## config.mk

```make
export PLATFORM = sky130hd
export DESIGN_NAME = apb_fifo_slave
export DESIGN_NICKNAME = d
export VERILOG_FILES = /design/src/rtl/apb_fifo_pkg.sv /design/src/rtl/sync_fifo.sv /design/src/rtl/apb_fifo_slave.sv
export SDC_FILE = /design/constraint.sdc
export NUM_CORES = 1
export LEC_CHECK = 0
export BUFFER_PORTS_ARGS = -buffer_cell sky130_fd_sc_hd__buf_2
export CAP_MARGIN = 40
export CORE_MARGIN = 2
export CORE_UTILIZATION = 30
export DETAILED_ROUTE_END_ITERATION = 8
export PLACE_DENSITY_LB_ADDON = 0.12
export SETUP_SLACK_MARGIN = 0.02
export SYNTH_ARGS = -nofsm -noshare
export SYNTH_HDL_FRONTEND = slang
export SYNTH_SLANG_ARGS = --single-unit
```

## constraint.sdc

```tcl
create_clock -name PCLK -period 5 [get_ports PCLK]
set_input_delay 0.5 -clock PCLK [delete_from_list [all_inputs] [get_ports PCLK]]
set_output_delay 0.5 -clock PCLK [all_outputs]
set_load 0.005 [all_outputs]
```

## src/rtl/apb_fifo_pkg.sv

```systemverilog
// Shared types and constants for the APB-attached byte FIFO.
package apb_fifo_pkg;

    typedef enum logic [1:0] {
        ST_IDLE = 2'd0,
        ST_WAIT = 2'd1,
        ST_RESP = 2'd2
    } state_t;

    localparam logic [5:0] ADDR_DATA   = 6'h00;
    localparam logic [5:0] ADDR_STATUS = 6'h01;
    localparam logic [5:0] ADDR_CTRL   = 6'h02;

    localparam int DEF_DEPTH   = 8;
    localparam int DEF_TIMEOUT = 4;

endpackage

```

## src/rtl/sync_fifo.sv

```systemverilog
// Circular byte FIFO: storage, wrapping pointers and occupancy count.
module sync_fifo #(
    parameter int DEPTH = 8
) (
    input  logic       i_clk,
    input  logic       i_rst,
    input  logic       push,
    input  logic       pop,
    input  logic       flush,
    input  logic [7:0] wdata,
    output logic [7:0] rdata,
    output logic [4:0] level,
    output logic       full,
    output logic       empty
);
    localparam int AW = (DEPTH > 1) ? $clog2(DEPTH) : 1;

    logic [7:0]    r_mem [DEPTH];
    logic [AW-1:0] r_wr_ptr;
    logic [AW-1:0] r_rd_ptr;
    logic [4:0]    r_level;
    logic          w_push_ok;
    logic          w_pop_ok;

    assign full      = (r_level == 5'(DEPTH));
    assign empty     = (r_level == 5'd0);
    assign level     = r_level;
    assign rdata     = r_mem[r_rd_ptr];
    assign w_push_ok = push && !full && !flush;
    assign w_pop_ok  = pop && !empty && !flush;

    // Storage is never cleared; a flush only rewinds the pointers.
    always_ff @(posedge i_clk) begin
        if (w_push_ok) begin
            r_mem[r_wr_ptr] <= wdata;
        end
    end

    // Pointers wrap naturally because DEPTH is a power of two.
    always_ff @(posedge i_clk or posedge i_rst) begin
        if (i_rst) begin
            r_wr_ptr <= '0;
            r_rd_ptr <= '0;
            r_level  <= 5'd0;
        end else if (flush) begin
            r_wr_ptr <= '0;
            r_rd_ptr <= '0;
            r_level  <= 5'd0;
        end else begin
            if (w_push_ok) begin
                r_wr_ptr <= r_wr_ptr + AW'(1);
            end
            if (w_pop_ok) begin
                r_rd_ptr <= r_rd_ptr + AW'(1);
            end
            if (w_push_ok && !w_pop_ok) begin
                r_level <= r_level + 5'd1;
            end else if (w_pop_ok && !w_push_ok) begin
                r_level <= r_level - 5'd1;
            end
        end
    end

endmodule

```

## src/rtl/apb_fifo_slave.sv

```systemverilog
// APB slave fronting a byte FIFO with DATA / STATUS / CTRL registers.
//
// state | meaning
// IDLE  | no transfer in progress, waiting for an access phase
// WAIT  | access blocked on full/empty FIFO, counting toward timeout
// RESP  | PREADY high for one cycle, PSLVERR/PRDATA valid
module apb_fifo_slave
    import apb_fifo_pkg::*;
#(
    parameter int DEPTH   = DEF_DEPTH,
    parameter int TIMEOUT = DEF_TIMEOUT
) (
    input  logic       PCLK,
    input  logic       PRESET,
    input  logic       PSELECT,
    input  logic       PENABLE,
    input  logic       PWRITE,
    input  logic [6:0] PADDR,
    input  logic [7:0] PWDATA,
    output logic [7:0] PRDATA,
    output logic       PREADY,
    output logic       PSLVERR,
    output logic [4:0] fifo_level,
    output logic       fifo_full,
    output logic       fifo_empty
);
    localparam int CW = $clog2(TIMEOUT + 1);

    state_t        r_state;
    logic [CW-1:0] r_wait_cnt;
    logic [7:0]    r_prdata;
    logic          r_pready;
    logic          r_pslverr;

    logic [5:0] w_addr;
    logic       w_addr_unused;
    logic       w_is_data, w_is_status, w_is_ctrl;
    logic       w_err_direct, w_ready_now;
    logic       w_commit, w_timeout, w_enter_resp, w_resp_err, w_do_op;
    logic       w_push, w_pop, w_flush;
    logic [7:0] w_fifo_rdata, w_rd_value;
    logic [4:0] w_level;
    logic       w_full, w_empty;

    assign w_addr        = PADDR[5:0];
    assign w_addr_unused = PADDR[6];

    // Address decode, serviceability and the single FIFO op for this transfer.
    always_comb begin
        w_is_data    = (w_addr == ADDR_DATA);
        w_is_status  = (w_addr == ADDR_STATUS);
        w_is_ctrl    = (w_addr == ADDR_CTRL);
        // Unmapped addresses and STATUS writes error without ever waiting.
        w_err_direct = !(w_is_data || w_is_status || w_is_ctrl) || (w_is_status && PWRITE);
        w_ready_now  = !w_is_data || (PWRITE ? !w_full : !w_empty);

        w_commit     = ((r_state == ST_IDLE) && PSELECT && PENABLE && w_ready_now)
                    || ((r_state == ST_WAIT) && PSELECT && w_ready_now);
        w_timeout    = (r_state == ST_WAIT) && PSELECT && !w_ready_now
                    && (r_wait_cnt == CW'(TIMEOUT - 1));
        w_enter_resp = w_commit || w_timeout;
        w_resp_err   = w_timeout || (w_commit && w_err_direct);
        w_do_op      = w_commit && !w_err_direct;

        w_push  = w_do_op && w_is_data && PWRITE;
        w_pop   = w_do_op && w_is_data && !PWRITE;
        w_flush = w_do_op && w_is_ctrl && PWRITE && PWDATA[0];

        w_rd_value = 8'h00;
        if (w_is_data) begin
            w_rd_value = w_fifo_rdata;
        end else if (w_is_status) begin
            w_rd_value = {1'b0, w_full, w_empty, w_level};
        end
    end

    sync_fifo #(
        .DEPTH (DEPTH)
    ) u_fifo (
        .i_clk (PCLK),
        .i_rst (PRESET),
        .push  (w_push),
        .pop   (w_pop),
        .flush (w_flush),
        .wdata (PWDATA),
        .rdata (w_fifo_rdata),
        .level (w_level),
        .full  (w_full),
        .empty (w_empty)
    );

    // Transfer sequencing with registered response outputs.
    always_ff @(posedge PCLK or posedge PRESET) begin
        if (PRESET) begin
            r_state    <= ST_IDLE;
            r_wait_cnt <= '0;
            r_pready   <= 1'b0;
            r_pslverr  <= 1'b0;
            r_prdata   <= 8'h00;
        end else begin
            r_pready  <= 1'b0;
            r_pslverr <= 1'b0;
            case (r_state)
                ST_IDLE: begin
                    if (PSELECT && PENABLE && !w_ready_now) begin
                        r_state    <= ST_WAIT;
                        r_wait_cnt <= '0;
                    end
                end
                ST_WAIT: begin
                    if (!PSELECT) begin
                        r_state <= ST_IDLE;
                    end else if (!w_enter_resp) begin
                        r_wait_cnt <= r_wait_cnt + CW'(1);
                    end
                end
                ST_RESP: r_state <= ST_IDLE;
                default: r_state <= ST_IDLE;
            endcase
            if (w_enter_resp) begin
                r_state   <= ST_RESP;
                r_pready  <= 1'b1;
                r_pslverr <= w_resp_err;
                if (w_resp_err) begin
                    r_prdata <= 8'h00;
                end else if (!PWRITE) begin
                    r_prdata <= w_rd_value;
                end
            end
        end
    end

    assign PRDATA     = r_prdata;
    assign PREADY     = r_pready;
    assign PSLVERR    = r_pslverr;
    assign fifo_level = w_level;
    assign fifo_full  = w_full;
    assign fifo_empty = w_empty;

endmodule

```

==> results of run 1 <==
[cell type report]
class	instances	share of cell area
tap	172	0.0457
sequential	90	0.547
clock inverter	6	0.0144
timing repair buffer	44	0.0617
multi-input combinational	148	0.275
clock buffer	9	0.0479
inverter	11	0.00877
[registers in the layout (all words and copies together), names as in the netlist]
name and cells:
u_fifo.r_wr_ptr 3, PSLVERR 1, r_wait_cnt 3, u_fifo.r_mem 64, r_state 2, u_fifo.r_rd_ptr 3, u_fifo.level 5, PRDATA 8
PREADY 1
[critical path, stage by stage]
cell and delay [ps]:
buf_2 110, or4_4 550, or3_1 430, nor3_2 360, ha_1 250, inv_1 120
fa_1 420, a21o_1 190, a21oi_1 170, xnor2_1 90, or3_1 300, a21oi_1 140
[power groups by stage]
stage / Combinational, mW / Sequential, mW / Clock [mW]
2_1_floorplan: 0.0181 / 0.824 / 0
3_3_place_gp: 0.0431 / 0.824 / 0
3_5_place_dp: 0.0466 / 0.824 / 0
4_1_cts: 0.0466 / 0.808 / 0.682
5_1_grt: 0.0525 / 0.808 / 0.713
6_report: 0.0456 / 0.808 / 0.661
[through the flow]
step / worst slack (ps) / power [mW] / cell area [um2] / hold slack, ps
after global routing: 1380 / 1.57 / 4710 / 228
after detailed placement: 1290 / 0.870 / 4410 / 497
after floorplan: 1620 / 0.842 / 3940 / 454
final: 1640 / 1.51 / 4710 / 192
after CTS: 1640 / 1.54 / 4710 / 198
after global placement: 1290 / 0.867 / 4330 / 475
[worst min-delay path by stage]
stage	start	end	slack, ps	depth (start not counted)
after global placement	r_wait_cnt[1]	r_wait_cnt[1]	470	2
after detailed placement	r_wait_cnt[1]	r_wait_cnt[1]	500	2
after floorplan	r_wait_cnt[1]	r_wait_cnt[1]	450	2
after global routing	PRESET	u_fifo.level[1]	230	2
final	PRESET	u_fifo.level[2]	190	2
after CTS	PRESET	u_fifo.level[2]	200	2
[logic make-up (layout without fill, tap and decap cells)]
family                     after synthesis  in the layout  share of synthesized area
DFF                                     90             90                      0.652
xor gates and xnor gates                 6              6                     0.0133
and+or+nand+nor                         66             66                     0.0926
AOI/OAI and AO/OA                       31             31                     0.0523
adders and majority gates               10             10                     0.0336
muxes                                   35             35                      0.136
buffers and inverters                   20             70                     0.0197
[per-layer routing]
metal  up-vias  wire length (um)
li1       1083                 -
met1      1099              4030
met2        46              3930
met3        10               400
met4         0               127
met5         -                 0
[layout by cell type (no fill, tap or decap), drive strengths merged, types with 9 or more instances in the layout]
master / Yosys / final
edfxtp: 64 / 64
buf: 5 / 44
dfrtp: 26 / 26
nor2: 18 / 18
mux4: 14 / 14
mux2i: 12 / 12
inv: 11 / 12
a21oi: 9 / 9
mux2: 9 / 9
ha: 9 / 9
clkbuf: 4 / 9
==> impl_metrics.ini, run 1 <==
[layout]
antenna_cells = 0
final_util = 0.370
fin_nets = 334
drive_above_1_share = 0.279
final_cells = 480
nFillCells = 1265
multi_input_area_um2 = 1290
seq_area_um2 = 2570
area_growth_pct = 19.3

[timing]
slew_headroom = 0.465
fin_crit_ps = 3360
tightest_slew_ps = 801
max_freq_mhz = 298
hold_viol = 0
slew_viol_final = 0
tns_ps = 0
finalCritPeriodShare = 0.672
fin_skew_ps = 4.73
rsz0062_at_grt = false
setup_violations = 0

[yosys]
syn_inst = 258
synth_fp_nets = 288
yosysTopAreaCell = edfxtp_1
synth_flop_cell = edfxtp_1
yosysMostFrequentCell = edfxtp_1
netlist_top_cells_area = edfxtp_1, dfrtp_1, mux4_2
postSynth.asyncResetShare = 0.289
ys_seq_area_frac = 0.652
synth-edff-count = 64
yosysTopAreaCellShare = 0.487
synth_common_cells = edfxtp_1, dfrtp_1, nor2_1, mux4_2, mux2i_1
syn-cell-area_um2 = 3940
ys_ff_latch = 90
yosysUniqueCellTypes = 43
syn_avg_cell_area_um2 = 15.3
ys_warn_count = 0

[drt]
remaining_drc_errors = 0
via_per_inst = 4.66
dr_total_vias = 2238
antenna_left = 0
wire_per_inst_um = 17.7
totalWireLength_um = 8490
dr.pass1.iters = 4
drt_iter0_drc = 130

[floorplan]
num_rows = 41
dieWidth_um = 119
ios = 37
design.die.area_um2 = 14100
initial_core_util = 0.310
die_y_um = 119
core_um2 = 12700

[power]
power_density_nw_per_um2 = 322
ir_drop_mv = 0.184
switching_power_mw = 0.305
seqPwrFrac = 0.533
sw_frac_of_total = 0.201
clkPwrFrac = 0.436
intPower_mw = 1.21
p_leak_nw = 1.77
pwr-share-comb = 0.030

[outcome]
status = completed

[clock_tree]
ctsResizeCount = 0
clock-sinks = 90
cts_tree = done
clk_latency_ps = 340
tritoncts.num_buffers = 9
clkTransAtPathRegs_ps = 60
holdBufCountCts = 0
cts_root_buf = clkbuf_16
postCtsSetupBuffers = 0
clock_path_buffers = 2
h-tree-depth = 3

[placement]
gp_congestion = 0.747
hpwlAfterDp_um = 5910
place_inst = 465
portBuffers = 35

[setup_path]
start_kind = primary input
endpoint = u_fifo.level[4]
r2r-end = u_fifo.level[4]
cp-end-kind = flip-flop
path_max_fanout = 5
crit_start = PADDR[3]
r2r_slack_ps = 1700
r2r-start = u_fifo.level[3]
crit_arrival_ps = 3630
worstSetupPathType = in -> reg
r2r_cells = 11
required_ps = 5270

[global_routing]
grt_use_met2 = 0.203
grt_pass1_wl_um = 13400
use_met1 = 0.167
gr-total-overflow = 0
grt_usage = 0.128
antenna_found_initial = 0
busiest_layer = met2
use_met3 = 0.0376
grt_max_degree = 17
grt_pass1_vias = 2350

[run]
cap_violations = 0

[hold_path]
hold_path.class = in -> async
(Power assumes the default switching activity.)
==> inputs of run 2 (changes only) <==
==> constraint.sdc (replaced) <==
create_clock -name PCLK -period 3.09 [get_ports PCLK]
set_input_delay 0.309 -clock PCLK [delete_from_list [all_inputs] [get_ports PCLK]]
set_output_delay 0.309 -clock PCLK [all_outputs]
set_load 0.005 [all_outputs]
==> impl_metrics.ini, run 2 (same netlist as run 1, synthesis figures left out) <==
[setup_path]
r2r-end = u_fifo.level[4]
worstSetupPathType = in -> reg
r2r_cells = 11
path_max_fanout = 4
crit_arrival_ps = 3170
r2r-start = u_fifo.level[3]
start_kind = primary input
required_ps = 3350
cp-end-kind = flip-flop
r2r_slack_ps = 220

[timing]
fin_crit_ps = 2900
setup_violations = 0
fin_skew_ps = 8.72
holdWs_ps = 241
hold_viol = 0
tns_ps = 0
slew_viol_final = 0
max_freq_mhz = 344
slew_headroom = 0.450
tightest_slew_ps = 824
rsz0062_at_grt = false
finalCritPeriodShare = 0.940

[placement]
portBuffers = 35
post_dp_cell_area_um2 = 4610
hpwlAfterDp_um = 6120
gp_congestion = 0.762

[clock_tree]
clk_latency_ps = 340
cts_root_buf = clkbuf_16
postCtsSetupBuffers = 0
clock-sinks = 90
tritoncts.num_buffers = 9
clock_path_buffers = 2
cts_tree = done
h-tree-depth = 3
ctsResizeCount = 0
clkTransAtPathRegs_ps = 70

[drt]
dr_total_vias = 2382
dr.pass1.iters = 4
drt_iter0_drc = 104
wire_per_inst_um = 17.4
totalWireLength_um = 8820
antenna_left = 0
remaining_drc_errors = 0
via_per_inst = 4.71

[global_routing]
grt_pass1_wl_um = 13900
grt_usage = 0.132
grt_pass1_vias = 2425
gr-total-overflow = 0
grt_max_degree = 23
antenna_found_initial = 0

[layout]
stdcell_area_um2 = 4920
final_cell_mix = edfxtp_1, buf_2, buf_4
area_growth_pct = 24.7
fin_nets = 359
largest_reg_flops = 64
final_util = 0.387
drive_above_1_share = 0.344
final_common_cell = edfxtp_1
antenna_cells = 0
regMostFlops = u_fifo.r_mem

[run]
cap_violations = 0

[hold_path]
hold_path.class = in -> reg
hold_path_startpoint = PWDATA[7]
whs_endpoint = u_fifo.r_mem[0][7]
whs_path_depth = 1

[floorplan]
ios = 37
dieWidth_um = 119
core_um2 = 12700
initial_core_util = 0.310
die_y_um = 119
design.die.area_um2 = 14100
num_rows = 41

[outcome]
status = completed

[power]
power_density_nw_per_um2 = 506
ir_drop_mv = 0.249
p_leak_nw = 1.91
==> run 2: timing repair <==
item,CTS,global route
endpoints found under the hold margin,9,0
hold buffers,1,0
setup endpoints to repair,0,1
==> run 2: how the worst max path moves through the flow <==
stage / from / endpoint
after floorplan: PADDR[3] / u_fifo.level[4]
after global placement: PADDR[3] / u_fifo.level[4]
after detailed placement: PADDR[3] / u_fifo.level[4]
after CTS: u_fifo.level[3] / u_fifo.level[4]
after global routing: u_fifo.level[3] / u_fifo.level[4]
final: PADDR[3] / u_fifo.level[4]
==> run 2: area by class of cell <==
cell class | instances | area, um2
Fill cell | 1278 | 7800
Sequential cell | 90 | 2570
Multi-Input combinational cell | 148 | 1330
Timing Repair Buffer | 69 | 453
Clock buffer | 10 | 229
Tap cell | 172 | 215
Clock inverter | 6 | 73.8
Inverter | 11 | 43.8
==> run 2: per-layer routing <==
metal | GRT usage | routed length (um)
met5 | 0 | 0
met4 | 0.0379 | 97
met3 | 0.0304 | 345
met2 | 0.214 | 4200
met1 | 0.178 | 4180
==> run 2: through the flow <==
stage	setup slack, ps	power (mW)	cells
floorplan	21.3	1.36	258
global placement	-136	1.41	488
detailed placement	-156	1.41	489
CTS	154	2.53	506
global route	40.9	2.58	506
finish	186	2.49	506
==> run 2: critical path, cell delays in order <==
cell and delay [ps]:
buf_2 100, or4_4 530, a2111o_1 440, or4_4 520
ha_4 190, inv_4 70, ha_4 200, a21o_1 160
a21oi_2 130, xnor2_1 80, or3_1 310, a21oi_1 120
==> run 2: power by group <==
part	switching, mW	internal (mW)
Clock	0.464	0.637
Sequential	0.00420	1.30
Combinational	0.0474	0.0325
Total	0.515	1.97
==> inputs of run 3 (changes only) <==
--- a/config.mk
+++ b/config.mk
@@ -8,7 +8,7 @@
 export BUFFER_PORTS_ARGS = -buffer_cell sky130_fd_sc_hd__buf_2
 export CAP_MARGIN = 40
 export CORE_MARGIN = 2
-export CORE_UTILIZATION = 30
+export CORE_UTILIZATION = 45
 export DETAILED_ROUTE_END_ITERATION = 8
 export PLACE_DENSITY_LB_ADDON = 0.12
 export SETUP_SLACK_MARGIN = 0.02
==> impl_metrics.ini, run 3 (same netlist as run 1, synthesis figures left out) <==
[outcome]
status = completed

[timing]
tns_ps = 0
max_freq_mhz = 348
slew_viol_final = 0
fin_skew_ps = 8.76
rsz0062_at_grt = false
slew_headroom = 0.558
holdWs_ps = 216
setup_violations = 0
hold_viol = 0
fin_crit_ps = 2870
tightest_slew_ps = 663
finalCritPeriodShare = 0.930

[layout]
largest_reg_flops = 64
fin_nets = 366
regMostFlops = u_fifo.r_mem
final_util = 0.556
final_cells = 449
final_cell_mix = edfxtp_1, buf_4, buf_2
area_growth_pct = 21.1
antenna_cells = 0
drive_above_1_share = 0.352
final_common_cell = edfxtp_1

[drt]
remaining_drc_errors = 0
drt_iter0_drc = 88
dr.pass1.iters = 4
totalWireLength_um = 7870
antenna_left = 0
wire_per_inst_um = 17.5
dr_total_vias = 2389
via_per_inst = 5.32

[power]
power_density_nw_per_um2 = 449
p_leak_nw = 1.89
switching_power_mw = 0.438
pwr-share-comb = 0.037
sw_frac_of_total = 0.204
total_power_mw = 2.15
ir_drop_mv = 0.286
seqPwrFrac = 0.608
intPower_mw = 1.71
clkPwrFrac = 0.355

[setup_path]
crit_arrival_ps = 3160
slowest_delay_ps = 510
r2r-start = u_fifo.level[3]
start_kind = flip-flop
path_cells = xnor2_1 > a2111o_1 > or4_4 > ha_4 > inv_4 > ha_4 > a21o_1 > a21oi_2 > xnor2_1 > or3_1 > a21oi_1
r2r_slack_ps = 220
cp_slowest_cell = or4_4
required_ps = 3370
worstSetupPathType = reg -> reg
crit_family = compound AO/OA/AOI/OAI gates
crit_start = u_fifo.level[3]
path_max_fanout = 4
cp-end-kind = flip-flop
crit_buf_inv = 1
r2r-end = u_fifo.level[4]
r2r_cells = 11

[global_routing]
gr-total-overflow = 0
antenna_found_initial = 0
grt_pass1_wl_um = 12900
grt_max_degree = 18
grt_pass1_vias = 2436
grt_usage = 0.181

[floorplan]
design.die.area_um2 = 9530
num_rows = 34
initial_core_util = 0.459
ios = 37
core_um2 = 8590
dieWidth_um = 97.6
die_y_um = 97.6

[placement]
place_inst = 432
hpwlAfterDp_um = 5800
portBuffers = 35
gp_congestion = 0.783

[clock_tree]
clock_path_buffers = 2
tritoncts.num_buffers = 9
postCtsSetupBuffers = 0
cts_root_buf = clkbuf_8
h-tree-depth = 3
clock-sinks = 90
clkTransAtPathRegs_ps = 80
clk_latency_ps = 350
cts_tree = done

[hold_path]
whs_endpoint = u_fifo.r_mem[6][7]
whs_path_depth = 1
hold_path_startpoint = PWDATA[7]
hold_path.class = in -> reg

[run]
cap_violations = 0
[run 3: changes by cell type in the layout (fill, tap and decap cells not counted), sizes merged]
cell | before | now
buf | 68 | 75
clkbuf | 10 | 13
clkinvlp | 2 | 1
inv | 13 | 11
[run 3: layout make-up]
cell class / count / area, um2
Sequential cell: 90 / 2570
Inverter: 11 / 43.8
Tap cell: 108 / 135
Multi-Input combinational cell: 148 / 1340
Fill cell: 731 / 3820
Timing Repair Buffer: 76 / 505
Clock inverter: 3 / 42.5
Clock buffer: 13 / 139
[run 3: what timing repair did]
| item | in CTS | in global routing |
|---|---|---|
| resized for setup | 0 | 1 |
| hold endpoints to repair | 9 | 0 |
| endpoints found under the setup margin | 0 | 1 |
| hold buffers | 1 | 0 |
[run 3: stage by stage]
stage / instance area, um2 / worst slack [ps]
after global placement: 4550 / -115
after floorplan: 3990 / 21.3
after global routing: 4780 / 70.5
final: 4780 / 217
after detailed placement: 4580 / -138
after CTS: 4770 / 189
[run 3: power by group through the flow]
| stage | combinational, mW | clock [mW] | sequential (mW) |
|---|---|---|---|
| floorplan | 0.0298 | 0 | 1.33 |
| finish | 0.0785 | 0.763 | 1.31 |
| global placement | 0.0730 | 0 | 1.33 |
| detailed placement | 0.0784 | 0 | 1.33 |
| global route | 0.0888 | 0.846 | 1.31 |
| CTS | 0.0795 | 0.784 | 1.31 |
[run 3: worst max path at each step]
| stage | endpoint | slack, ps | cells past startpoint |
|---|---|---|---|
| 2_1_floorplan | u_fifo.level[4] | 20 | 11 |
| 3_3_place_gp | u_fifo.level[4] | -110 | 12 |
| 3_5_place_dp | u_fifo.level[4] | -140 | 12 |
| 4_1_cts | u_fifo.level[4] | 190 | 12 |
| 5_1_grt | u_fifo.level[4] | 70 | 11 |
| 6_report | u_fifo.level[4] | 220 | 11 |
[run 3: layer usage]
layer	up-vias	global-route usage	wire length [um]	share of wire
met2	44	0.291	3720	0.47
met5	-	0	0	0
li1	1149	-	-	-
met4	0	0.0673	136	0.017
met3	13	0.0381	249	0.032
met1	1183	0.245	3770	0.48
